`config.mk`:
```
export PLATFORM = sky130hd
export DESIGN_NAME = exe_issue_arbiter_flat
export DESIGN_NICKNAME = d
export VERILOG_FILES = /design/src/rtl/exe_issue_arbiter_if.sv /design/src/rtl/exe_issue_arbiter.sv /design/src/flat_wrapper.sv
export SDC_FILE = /design/constraint.sdc
export NUM_CORES = 1
export LEC_CHECK = 0
export CORE_ASPECT_RATIO = 1.4
export CORE_MARGIN = 4
export CORE_UTILIZATION = 55
export DETAILED_ROUTE_END_ITERATION = 7
export PLACE_DENSITY = 0.95
export SLEW_MARGIN = 10
export SYNTH_ARGS = -nofsm -noshare
export SYNTH_HDL_FRONTEND = slang
export SYNTH_SLANG_ARGS = --single-unit
```
`constraint.sdc`:
```
create_clock -name CLK -period 6.5 [get_ports CLK]
set_input_delay 1.3 -clock CLK [delete_from_list [all_inputs] [get_ports CLK]]
set_output_delay 1.3 -clock CLK [all_outputs]
set_load 0.02 [all_outputs]
```
`src/rtl/exe_issue_arbiter_if.sv`:
```
// Issue-arbiter handshake bundle between the reservation stations/EXE control and the arbiter.
// The master side drives requests and pipeline status; the slave side returns the grant.
interface exe_issue_arbiter_if #(
  parameter int NREQ  = 3,
  parameter int TAG_W = 6
);
  logic [NREQ-1:0]       req_valid;
  logic [NREQ*TAG_W-1:0] req_tag;
  logic [NREQ-1:0]       req_long;
  logic [TAG_W-1:0]      rob_head;
  logic                  flush;
  logic                  exe_stall;
  logic [NREQ-1:0]       grant;
  logic                  grant_valid;
  logic [TAG_W-1:0]      grant_tag;
  logic                  unit_busy;
  logic [31:0]           issue_count;

  modport master (
    output req_valid, req_tag, req_long, rob_head, flush, exe_stall,
    input  grant, grant_valid, grant_tag, unit_busy, issue_count
  );

  modport slave (
    input  req_valid, req_tag, req_long, rob_head, flush, exe_stall,
    output grant, grant_valid, grant_tag, unit_busy, issue_count
  );
endinterface

```
`src/rtl/exe_issue_arbiter.sv`:
```
// Oldest-first issue arbiter for the shared execute datapath; blocks issue while
// a long MULT/DIV holds HI/LO and drops everything on a branch flush.
//
//   state | meaning
//   READY | may grant the oldest eligible request
//   BUSY  | long op occupies HI/LO, cnt counts remaining cycles
//   FLUSH | one dead cycle after a flush, scheduling cleared
module exe_issue_arbiter #(
  parameter int NREQ     = 3,
  parameter int TAG_W    = 6,
  parameter int LONG_LAT = 4
) (
  input  logic              CLK,
  input  logic              RESET,
  exe_issue_arbiter_if.slave bus
);
  localparam int IDX_W = (NREQ > 1) ? $clog2(NREQ) : 1;
  localparam int CNT_W = $clog2(LONG_LAT) + 1;

  typedef enum logic [1:0] {READY, BUSY, FLUSH} state_t;

  state_t            state, state_next;
  logic [CNT_W-1:0]  cnt, cnt_next;
  logic [NREQ-1:0]   mask, grant_next, elig;
  logic [NREQ-1:0]   grant_q;
  logic              grant_valid_q;
  logic [TAG_W-1:0]  grant_tag_q;
  logic [31:0]       issue_count_q;
  logic              win_found;
  logic [IDX_W-1:0]  win_idx;
  logic [TAG_W-1:0]  win_age, age, win_tag;

  assign elig = bus.req_valid & ~mask;

  // Strict less-than keeps the lowest index on equal age.
  always_comb begin
    win_found = 1'b0;
    win_idx   = '0;
    win_age   = '0;
    age       = '0;
    for (int i = 0; i < NREQ; i++) begin
      age = bus.req_tag[i*TAG_W +: TAG_W] - bus.rob_head;
      if (elig[i] && (!win_found || age < win_age)) begin
        win_found = 1'b1;
        win_idx   = IDX_W'(i);
        win_age   = age;
      end
    end
  end

  assign win_tag = bus.req_tag[win_idx*TAG_W +: TAG_W];

  always_comb begin
    state_next = state;
    cnt_next   = cnt;
    grant_next = '0;
    case (state)
      READY: begin
        if (!bus.flush && !bus.exe_stall && win_found) begin
          grant_next = NREQ'(1) << win_idx;
          if (bus.req_long[win_idx]) begin
            state_next = BUSY;
            cnt_next   = CNT_W'(LONG_LAT - 1);
          end
        end
      end
      BUSY: begin
        if (!bus.exe_stall) begin
          cnt_next = cnt - CNT_W'(1);
          if (cnt <= CNT_W'(1)) state_next = READY;
        end
      end
      FLUSH: begin
        state_next = READY;
        cnt_next   = '0;
      end
      default: begin
        state_next = READY;
        cnt_next   = '0;
      end
    endcase
    // Flush overrides everything, including a stall and any grant found this cycle.
    if (bus.flush) begin
      state_next = FLUSH;
      cnt_next   = '0;
      grant_next = '0;
    end
  end

  always_ff @(posedge CLK or negedge RESET) begin
    if (!RESET) begin
      state         <= READY;
      cnt           <= '0;
      mask          <= '0;
      grant_q       <= '0;
      grant_valid_q <= 1'b0;
      grant_tag_q   <= '0;
      issue_count_q <= '0;
    end else begin
      state         <= state_next;
      cnt           <= cnt_next;
      mask          <= grant_next;
      grant_q       <= grant_next;
      grant_valid_q <= |grant_next;
      grant_tag_q   <= (|grant_next) ? win_tag : '0;
      if (|grant_next) issue_count_q <= issue_count_q + 32'd1;
    end
  end

  assign bus.grant       = grant_q;
  assign bus.grant_valid = grant_valid_q;
  assign bus.grant_tag   = grant_tag_q;
  assign bus.unit_busy   = (state != READY);
  assign bus.issue_count = issue_count_q;
endmodule

```
`src/flat_wrapper.sv`:
```
// flat-port wrapper written by rule: the top's interface ports become plain ports
module exe_issue_arbiter_flat 
#(
  parameter int NREQ     = 3,
  parameter int TAG_W    = 6,
  parameter int LONG_LAT = 4
)
  (CLK, RESET, bus_req_valid, bus_req_tag, bus_req_long, bus_rob_head, bus_flush, bus_exe_stall, bus_grant, bus_grant_valid, bus_grant_tag, bus_unit_busy, bus_issue_count);
  exe_issue_arbiter_if #(.NREQ(NREQ), .TAG_W(TAG_W)) bus_i ();
  input  logic CLK;
  input  logic RESET;
  input wire logic [$bits(bus_i.req_valid)-1:0] bus_req_valid;
  input wire logic [$bits(bus_i.req_tag)-1:0] bus_req_tag;
  input wire logic [$bits(bus_i.req_long)-1:0] bus_req_long;
  input wire logic [$bits(bus_i.rob_head)-1:0] bus_rob_head;
  input wire logic [$bits(bus_i.flush)-1:0] bus_flush;
  input wire logic [$bits(bus_i.exe_stall)-1:0] bus_exe_stall;
  output wire logic [$bits(bus_i.grant)-1:0] bus_grant;
  output wire logic [$bits(bus_i.grant_valid)-1:0] bus_grant_valid;
  output wire logic [$bits(bus_i.grant_tag)-1:0] bus_grant_tag;
  output wire logic [$bits(bus_i.unit_busy)-1:0] bus_unit_busy;
  output wire logic [$bits(bus_i.issue_count)-1:0] bus_issue_count;
  assign bus_i.req_valid = bus_req_valid;
  assign bus_i.req_tag = bus_req_tag;
  assign bus_i.req_long = bus_req_long;
  assign bus_i.rob_head = bus_rob_head;
  assign bus_i.flush = bus_flush;
  assign bus_i.exe_stall = bus_exe_stall;
  assign bus_grant = bus_i.grant;
  assign bus_grant_valid = bus_i.grant_valid;
  assign bus_grant_tag = bus_i.grant_tag;
  assign bus_unit_busy = bus_i.unit_busy;
  assign bus_issue_count = bus_i.issue_count;
  exe_issue_arbiter #(.NREQ(NREQ), .TAG_W(TAG_W), .LONG_LAT(LONG_LAT)) u_core (.CLK(CLK), .RESET(RESET), .bus(bus_i));
endmodule
```
==> impl_metrics.toml <==
[global_routing]
grt_pass1_wl_mm = 12.9
grt_max_degree = 48
antenna_found_initial = 0
grt_overflow = 0
grt_pass1_vias = 2941
track_usage_pct = 22.1

[clock_network]
cts_sinks = 47
cts_tree = "built"
cts_made_buffers = 5
clk_latency_ns = 0.31
postCtsSetupBuffers = 0
ctsRootBufferMaster = "clkbuf_8"
clk_path_buf_depth = 2
cts.repair.resized = 0
hold_buffers = 0
clk_pin_slew_ns = 0.09
htree_levels = 2

[setup_path]
cpLargestDelayFamily = "compound AO/OA/AOI/OAI gates"
critical_path_buf_inv_count = 4
crit_path_top_delay_cell = "a311oi_4"
crit_top_cell = "ha_1"
cp_max_fo = 10
path_cells = "clkdlybuf4s50_1 > inv_1 > ha_1 > a21o_1 > a21oi_1 > o21bai_1 > a21oi_1 > xor2_1 > inv_1 > ha_1 > a211oi_1 > nand2_1 > o211ai_2 > nand2_1 > buf_4 > mux2_2 > ha_1 > o21ai_0 > nand2b_1 > a311oi_4 > o2111ai_1 > o211ai_1"
critPathMaxStageDelay_ns = 0.60
worstPathArrival_ns = 6.05
crit_path_end_kind = "register"
worstSetupPathType = "primary input to register"
cp.required_ns = 6.72
cp-start-kind = "primary input"

[layout]
finalNetCount = 479
nFillCells = 395
drive_gt1_share_pct = 9.40
n_antenna_cell = 0
regArea_um2 = 1180
multi_input_area_um2 = 1980
final-instance-count-excl-fill = 483
area_growth_pct = 28.2

[outcome]
status = "complete, no violations"

[drt]
drt_iter0_drc = 63
dr.pass1.iters = 4
postRouteAntennaNets = 0
routedWlPerCell_um = 16.2
vias = 2804
wl_mm = 7.81
vias_per_cell = 5.81
drc = 0

[timing]
final-max-slew-violation-count = 0
max-slew-margin-rel_pct = 32.2
max_freq_ghz = 0.171
tightest_slew_ns = 1.02
rsz0062_at_grt = "no"
fin_crit_sh_pct = 89.8
setup_tns_ns = 0
hold_viol = 0
setup_violations = 0
finClkSkew_ns = 0.0141
post-route-min-period_ns = 5.83

[yosys]
synth_seq_cells = 47
syn_nets = 400
synth_area_per_cell_um2 = 9.75
synth_area_um2 = 3270
ys_types = 54
synth_edf_count = 0
synth_cells = 335
synth_warnings = 0
synth_ff_type = "dfrtp_1"
ys_async_sr_fraction_pct = 100
yosysSeqAreaShare_pct = 36.0

[die]
die_x_um = 73.1
initial_utilization_pct = 57.8
rows = 32
chipHeight_um = 99.2
die-area_um2 = 7250
core_area_um2 = 5650
ioPinCount = 77

[worst_hold_path]
hold_path_class = "register to register"

[power]
ir_worst_vdd_v = 0.0000975
p_per_area_nw_per_um2 = 207
leakagePower_nw = 1.86

[placed_design]
port_buffers = 76
dp_cells = 475
dp_hpwl_mm = 6.27
finalWeightedCongestion = 0.838

[job]
maxCapViolCount = 0
==> power by group <==
| part | leakage (nW) | switching (mW) | internal (mW) |
|---|---|---|---|
| registers | 0.644 | 0.0220 | 0.311 |
| clock network | 0.0418 | 0.102 | 0.0774 |
| logic | 1.18 | 0.195 | 0.157 |
==> cell families (layout without fill, tap and decap cells) <==
group | count (synthesis) | count (layout) | synth area share, %
compound gates | 55 | 55 | 13.1
xor+xnor | 44 | 44 | 11.8
fa+ha+maj | 31 | 31 | 12.6
buf+inv | 26 | 106 | 3.41
flops | 47 | 47 | 36.0
mux | 8 | 8 | 2.72
simple gates | 124 | 124 | 20.4
==> state kept, by name (all words and copies together) (netlist names) <==
register / flops
u_core.bus.issue_count: 32
u_core.bus.grant_tag: 6
u_core.cnt: 3
u_core.mask: 3
u_core.state: 2
u_core.bus.grant_valid: 1
==> Yosys cell counts (2+ instances only) <==
| cell | count | area [um^2] |
|---|---|---|
| a211oi_2 | 2 | 25.0 |
| nor3_4 | 2 | 32.5 |
| a31oi_1 | 4 | 25.0 |
| dfrtp_1 | 47 | 1180 |
| and4_1 | 3 | 26.3 |
| o211ai_1 | 4 | 30.0 |
| nand3_1 | 9 | 45.0 |
| nor3_1 | 15 | 75.1 |
| xnor2_1 | 32 | 280 |
| a21o_1 | 5 | 37.5 |
| nand2_1 | 37 | 139 |
| buf_2 | 5 | 25.0 |
| xor2_1 | 12 | 105 |
| nand4_1 | 8 | 50.1 |
| nor2b_1 | 7 | 43.8 |
| and3_1 | 7 | 43.8 |
| nor2_1 | 19 | 71.3 |
| inv_1 | 17 | 63.8 |
| a21oi_1 | 15 | 75.1 |
| o21ai_0 | 7 | 35.0 |
| fa_1 | 3 | 60.1 |
| o21bai_1 | 2 | 15.0 |
| clkbuf_1 | 3 | 11.3 |
| and2_1 | 2 | 12.5 |
| mux2_2 | 7 | 78.8 |
| nand2b_1 | 5 | 31.3 |
| or2_2 | 2 | 12.5 |
| ha_1 | 28 | 350 |
==> worst register-to-register path, cell delays in order, from the launching register on <==
cell,delay [ns]
dfrtp_1,0.41
nor2b_1,0.12
buf_4,0.21
nand2_1,0.08
ha_1,0.31
a211oi_1,0.24
nand2_1,0.11
o211ai_2,0.17
nand2_1,0.13
buf_4,0.18
mux2_2,0.28
ha_1,0.29
o21ai_0,0.08
nand2b_1,0.17
a311oi_4,0.60
o2111ai_1,0.22
o211ai_1,0.13
==> cells in the final DEF (no fill, tap or decap), types with 3 or more instances in the layout <==
cell / n
clkdlybuf4s50_1: 75
dfrtp_1: 47
nand2_1: 37
xnor2_1: 32
ha_1: 28
nor2_1: 19
inv_1: 17
a21oi_1: 15
nor3_1: 15
xor2_1: 12
nand3_1: 9
nand4_1: 8
nor2b_1: 7
o21ai_0: 7
mux2_2: 7
and3_1: 7
a21o_1: 5
nand2b_1: 5
clkbuf_8: 5
buf_4: 5
o211ai_1: 4
a31oi_1: 4
and4_1: 3
fa_1: 3
==> area by class of cell <==
| type | count | area share, % |
|---|---|---|
| Clock buffer | 6 | 1.73 |
| Clock inverter | 2 | 0.389 |
| Inverter | 17 | 1.52 |
| Multi-Input combinational cell | 262 | 47.3 |
| Sequential cell | 47 | 28.1 |
| Tap cell | 68 | 2.03 |
| Timing Repair Buffer | 81 | 19.0 |
==> metal layers <==
metal	up-vias	wire length (um)	GRT usage [%]
li1	1333	-	-
met1	1348	2870	23.9
met2	104	4270	41.5
met3	19	464	2.93
met4	0	203	9.38
met5	-	0	0
==> final timing paths <==
| kind | startpoint | end | slack [ns] | cells after the start |
|---|---|---|---|---|
| setup / recovery | bus_rob_head[1] | u_core.cnt[2]$_DFFE_PN0P_ | 0.67 | 22 |
| hold / removal | u_core.bus.issue_count[31]$_DFFE_PN0P_ | u_core.bus.issue_count[31]$_DFFE_PN0P_ | 0.48 | 1 |
| setup reg to reg | u_core.mask[0]$_DFF_PN0_ | u_core.cnt[2]$_DFFE_PN0P_ | 2.68 | 16 |
| hold reg to reg | u_core.bus.issue_count[31]$_DFFE_PN0P_ | u_core.bus.issue_count[31]$_DFFE_PN0P_ | 0.48 | 1 |
| max in group asynchronous | RESET | u_core.bus.issue_count[30]$_DFFE_PN0P_ | 4.71 | 1 |
| min in group asynchronous | RESET | u_core.bus.issue_count[14]$_DFFE_PN0P_ | 1.17 | 1 |
==> stage by stage <==
| stage | instance area, um^2 | power, mW | setup slack, ns | hold slack (ns) | utilization [%] |
|---|---|---|---|---|---|
| detailed placement | 4100 | 0.690 | 0.432 | 0.474 | 72.6 |
| floorplan | 3270 | 0.565 | 1.01 | 0.544 | - |
| finish | 4190 | 0.865 | 0.666 | 0.482 | 74.1 |
| global placement | 4100 | 0.677 | 0.533 | 0.463 | 72.6 |
| global route | 4190 | 0.916 | 0.340 | 0.513 | 74.1 |
| CTS | 4190 | 0.867 | 0.720 | 0.486 | 74.1 |
Power figures use the tool's default switching activity.
